`config.mk`:
```
export PLATFORM = sky130hd
export DESIGN_NAME = hazard_scoreboard
export DESIGN_NICKNAME = d
export VERILOG_FILES = /design/src/rtl/hazard_scoreboard.sv
export SDC_FILE = /design/constraint.sdc
export NUM_CORES = 1
export LEC_CHECK = 0
export BUFFER_PORTS_ARGS = -buffer_cell sky130_fd_sc_hd__buf_4
export CAP_MARGIN = 10
export CORE_ASPECT_RATIO = 0.75
export CORE_MARGIN = 3
export CORE_UTILIZATION = 60
export CTS_CLUSTER_DIAMETER = 100
export DETAILED_ROUTE_END_ITERATION = 7
export GPL_TIMING_DRIVEN = 0
export PLACE_DENSITY = 0.79
export SYNTH_ARGS = -nofsm -noshare
export SYNTH_HDL_FRONTEND = slang
export SYNTH_SLANG_ARGS = --single-unit
```
`constraint.sdc`:
```
create_clock -name clk -period 5.7 [get_ports clk]
set_input_delay 0.285 -clock clk [delete_from_list [all_inputs] [get_ports clk]]
set_output_delay 0.285 -clock clk [all_outputs]
set_load 0.02 [all_outputs]
```
`src/rtl/hazard_scoreboard.sv`:
```
// Per-register countdown scoreboard that stalls ID on RAW/load-use hazards.
// Define HAZARD_STATS_EN to add the stall_cycles / raw_events counters.
module hazard_scoreboard #(
  parameter int NUM_REGS   = 32,
  parameter int REG_ADDR_W = 5,
  parameter int LAT_W      = 3
) (
  input  logic                  clk,
  input  logic                  reset,
  input  logic                  id_valid,
  input  logic                  flush,
  input  logic [REG_ADDR_W-1:0] rs1_id,
  input  logic [REG_ADDR_W-1:0] rs2_id,
  input  logic                  use_rs1,
  input  logic                  use_rs2,
  input  logic [REG_ADDR_W-1:0] rd_id,
  input  logic                  reg_write_id,
  input  logic [LAT_W-1:0]      lat_id,
  output logic                  is_stall,
  output logic                  stall_rs1,
  output logic                  stall_rs2,
  output logic [NUM_REGS-1:0]   pending_mask
`ifdef HAZARD_STATS_EN
  ,
  output logic [31:0]           stall_cycles,
  output logic [31:0]           raw_events
`endif
);

  logic [LAT_W-1:0] cnt [NUM_REGS];
  logic             rs1_pend;
  logic             rs2_pend;
  logic             fire;

  function automatic logic [LAT_W-1:0] dec_sat(input logic [LAT_W-1:0] c);
    return (c == '0) ? '0 : c - LAT_W'(1);
  endfunction

  // Lookup by comparison rather than indexing so out-of-range sources read as not pending.
  always_comb begin
    pending_mask = '0;
    rs1_pend     = 1'b0;
    rs2_pend     = 1'b0;
    for (int unsigned r = 1; r < NUM_REGS; r++) begin
      pending_mask[r] = (cnt[r] != '0);
      if (rs1_id == REG_ADDR_W'(r)) rs1_pend = (cnt[r] != '0);
      if (rs2_id == REG_ADDR_W'(r)) rs2_pend = (cnt[r] != '0);
    end
  end

  assign stall_rs1 = id_valid & use_rs1 & rs1_pend;
  assign stall_rs2 = id_valid & use_rs2 & rs2_pend;
  assign is_stall  = stall_rs1 | stall_rs2;
  assign fire      = id_valid & ~is_stall & ~flush & reg_write_id & (rd_id != '0);

  always_ff @(posedge clk) begin
    for (int unsigned r = 0; r < NUM_REGS; r++) begin
      if (reset || r == 0) begin
        cnt[r] <= '0;
      end else if (fire && rd_id == REG_ADDR_W'(r)) begin
        // WAW: keep whichever outstanding write finishes last.
        cnt[r] <= (dec_sat(cnt[r]) > lat_id) ? dec_sat(cnt[r]) : lat_id;
      end else begin
        cnt[r] <= dec_sat(cnt[r]);
      end
    end
  end

`ifdef HAZARD_STATS_EN
  logic stall_q;

  always_ff @(posedge clk) begin
    if (reset) begin
      stall_q      <= 1'b0;
      stall_cycles <= '0;
      raw_events   <= '0;
    end else begin
      stall_q <= is_stall;
      if (is_stall && stall_cycles != '1) stall_cycles <= stall_cycles + 32'd1;
      if (is_stall && !stall_q && raw_events != '1) raw_events <= raw_events + 32'd1;
    end
  end
`endif

endmodule

```
After elaboration in Yosys (flattened, before gate mapping). Memories as Yosys holds them, arrays and structs flattened. Cells that the tools add are included.

Reductions and logical operators: 94. Magnitude comparators: 31. Multiplexer cells: 374. Eq/ne operators: 93. Add/sub/neg operators: 31. Divide/modulo/power cells: 0. Multipliers: 0. Bitwise logic cells: 73. Shifts and indexed selects: 0.

Operators with widths (count): 2-to-1 mux 3 bit (124); 2-to-1 mux 1 bit (250); equality test 5 bit (second input constant) (48); equality test 5 x 4 -> 1 bit (second input constant) (24); > comparator 3 bit (31); logical NOT 3 bit (31); nonzero test 3 bit (31); subtractor 3 x 1 -> 3 bit (second input constant) (31); OR 1 bit (63); equality test 5 x 3 -> 1 bit (second input constant) (12); logical AND 1 bit (31); equality test 5 x 2 -> 1 bit (second input constant) (6); equality test 5 x 1 -> 1 bit (second input constant) (3); AND 1 bit (8); nonzero test 5 bit (1); NOT 1 bit (2).

Register bits after elaboration: 0. Memory bits (writable): 96. Input port bits: 25. Memories: 1. Output and inout bits: 35. Logic and storage cells: 697. Memory bits (read-only): 0. Latch bits: 0.

Memories: cnt (depth 32, width 3, read ports 31, clocked after memory_dff 0, wr ports 32, RTL line 30) `logic [LAT_W-1:0] cnt [NUM_REGS];`.

Depth between registers and ports, before layout. An unclocked memory read counts as a cell.

Depth after elaboration: 46. Gate-level depth with buffers: 11. Gate-level depth less buffers: 10.

Worst setup path after synthesis. OpenSTA, ideal clock, no wires.

Path type: flip-flop to flip-flop. Start: mem cnt[3][2] (netlist: cnt[1][5]). End: mem cnt[4][2] (netlist: cnt[2][2]), data pin. Data required time: 5.438 ns. Cell stages (with the launch flop): 10. Buffers on the path: 1. Period minus slack after synthesis: 3.029 ns. Setup time: 0.262 ns. Path slack: 2.671 ns. Arrival: 2.767 ns. Path through: edfxtp_1 > or3_1 > o2111a_1 > a211oi_1 > o311ai_1 > a21oi_2 > o22ai_2 > buf_2 > nor4_2 > mux2_1.

RTL lines (RTL line): start, declared (30).

==> run_results.csv <==
group,metric,value,unit
pwr,cell_internal_pwr,1.42,mW
setup_path,r2r-end,"cnt[1][5]",
pwr,switching_power,0.676,mW
timing,max_freq,268,MHz
detailed_routing,wl_per_cell,19.1,um
cts,cts_buffer_depth,2,
final_layout,largest_reg_flops,93,
pwr,p_comb_frac,0.284,
detailed_routing,drt_iter0_markers,921,
placed_design,portBuffers,54,
global_routing,grt_pass1_vias,7343,
floorplan,chipHeight,113,um
final_layout,num_antenna_cells,0,
timing,post-route-period-util,0.654,
final_layout,final_layout_size_suffix_gt1_frac,0.128,
timing,setup_ws,1.97,ns
cts,clkLatencyLatePin,0.36,ns
yosys,synth_top_area_frac,0.306,
detailed_routing,viasPerCell,5.93,
setup_path,required,5.79,ns
final_layout,postLayoutCellArea,10500,um^2
yosys,synth_edf_count,93,
timing,final-setup-viol-count,0,
placed_design,post-place-ws,2.01,ns
pwr,powerDensity,200,nW/um^2
yosys,yosysUniqueCellTypes,75,
hold_path,hp-start,"lat_id[1]",
yosys,yosysTopAreaCell,"edfxtp_1",
cts,cts-htree-levels,3,
setup_path,startpoint_type,"flip-flop",
yosys,synth_ff_type,"edfxtp_1",
status,outcome,"completed",
timing,rsz0062_at_grt,"no",
yosys,ys_warn_count,0,
timing,max_slew_margin,0.151,
setup_path,crit_path_max_fanout,10,
timing,slew_viol_final,0,
setup_path,reg2reg_from,"cnt[10][0]",
yosys,synth_area_per_cell,9.33,um^2
setup_path,r2r_cells,9,
pwr,clockPowerShare,0.314,
floorplan,coreArea,14600,um^2
setup_path,regToRegSetupSlack,1.97,ns
timing,finalSetupTns,0,ns
pwr,switching_share,0.323,
hold_path,hp-class,"primary input to flip-flop",
global_routing,grt_first_pass_wirelength,40000,um
pwr,finalPower,2.10,mW
global_routing,grt_max_degree,33,
cts,cts_tree,"built",
floorplan,initial_core_util,0.622,
pwr,leakage,4.56,nW
timing,clock_skew,0.0119,ns
floorplan,rows,38,
yosys,synth_area_leaders,"edfxtp_1, ha_1, mux2i_1",
cts,cts_setup_buffers,0,
final_layout,area_growth,15.2,%
hold_path,whs_endpoint,"cnt[8][1]",
floorplan,io_pins,60,
floorplan,dieArea,16700,um^2
pwr,seqPwrFrac,0.402,
timing,hold_violations,0,
placed_design,place_area,10200,um^2
cts,clkTransAtPathRegs,0.07,ns
placed_design,gp_congestion,1.03,
setup_path,worstSetupEndpointType,"flip-flop",
placed_design,dp_hpwl,19000,um
detailed_routing,drtPass1Iterations,5,
hold_path,holdPathStages,3,
cts,hold_buffers,0,
final_layout,top_register,"cnt",
final_layout,fin_nets,1255,
setup_path,critPathArrivalTime,3.82,ns
setup_path,critical_path_class,"flip-flop to flip-flop",
yosys,yosysMostFrequentCell,"nand2_1",
yosys,yosysSeqAreaShare,0.306,
cts,cts-resized-gates,0,
detailed_routing,drc_errors,0,
timing,min_period,3.73,ns
detailed_routing,num_vias,7956,
floorplan,die_width,148,um
pwr,peakVddDrop,221,uV
final_layout,reg_top3,"cnt: 93 flops",
yosys,synth_cells,977,
detailed_routing,ant_nets,0,
yosys,synthTopCellsByCount,"nand2_1, edfxtp_1, ha_1",
yosys,ys_ff_latch,93,
cts,numClockSinks,93,
timing,worstMarginPinSlew,1.27,ns
global_routing,antenna_found_initial,1,
yosys,async_flop_share,0,
job,drv_cap,0,
detailed_routing,wl,25600,um
cts,cts_made_buffers,9,
cts,cts-root-buf,"clkbuf_16",
global_routing,grt_overflow,0,
yosys,netlist_area,9110,um^2
global_routing,grt_usage,0.309,
[worst max path at each step]
stage | startpoint | to | slack (ns)
2_1_floorplan | cnt[1][5] | cnt[2][2] | 2.67
3_3_place_gp | cnt[10][0] | cnt[2][2] | 1.98
3_5_place_dp | cnt[10][0] | cnt[1][5] | 2.01
4_1_cts | cnt[10][0] | cnt[1][5] | 1.99
5_1_grt | cnt[10][0] | cnt[4][2] | 1.71
6_report | cnt[10][0] | cnt[1][5] | 1.97
[cell type report]
cell class	instances	area [um^2]
Buffer	44	188
Clock buffer	9	225
Clock inverter	7	90.1
Fill cell	1182	4140
Inverter	57	214
Multi-Input combinational cell	875	6260
Sequential cell	93	2790
Tap cell	200	250
Timing Repair Buffer	57	475
[stage by stage]
step / util / cells / hold slack, ns
global placement: 0.691 / 1323 / 0.727
floorplan: - / 1069 / 0.597
detailed placement: 0.694 / 1325 / 0.747
CTS: 0.716 / 1341 / 0.376
global route: 0.717 / 1342 / 0.405
finish: 0.717 / 1342 / 0.393
[power by group through the flow]
stage	combinational, mW	clock (mW)	sequential, mW
detailed placement	0.581	0	0.856
finish	0.596	0.658	0.842
CTS	0.585	0.665	0.841
global placement	0.560	0	0.853
global route	0.659	0.688	0.849
floorplan	0.407	0	0.846
[critical path: stages, from the launching register on]
cell	delay (ns)
edfxtp_1	0.45
nor3_1	0.76
o21ai_0	0.31
o2111ai_1	0.23
and3_1	0.19
o221a_2	0.22
o22ai_2	0.14
buf_2	0.27
nor4_2	0.52
mux2_1	0.38
[routing by layer]
metal  share of wire  vias to the layer above  track usage
li1                -                     3822            -
met1            0.44                     3665        0.461
met2            0.42                      405        0.461
met3            0.11                       62       0.0624
met4           0.028                        2       0.0843
met5         0.00051                        -            0
[placed cells by master (no fill, tap or decap), types with 8 or more instances in the layout]
cell / instances
a21o_1: 32
a21oi_1: 35
a31oi_1: 33
buf_4: 56
clkbuf_1: 33
clkbuf_16: 9
conb_1: 94
edfxtp_1: 93
ha_1: 93
inv_1: 57
mux2_1: 31
mux2i_1: 64
nand2_1: 105
nand2b_1: 58
nor2_1: 41
nor2b_1: 71
nor3_1: 17
nor4_2: 13
nor4_4: 10
o2111ai_1: 8
o21ai_0: 10
or2_2: 28
or3_1: 31
[cell families (layout without fill, tap and decap cells)]
logic type,count (synthesis),count (layout),share of synthesized area
buf+inv,101,174,0.0441
other cells,2,94,0.000824
compound gates,161,161,0.122
flops,93,93,0.306
fa+ha+maj,93,93,0.128
simple gates,432,432,0.290
mux,95,95,0.109
(Power assumes the default switching activity.)
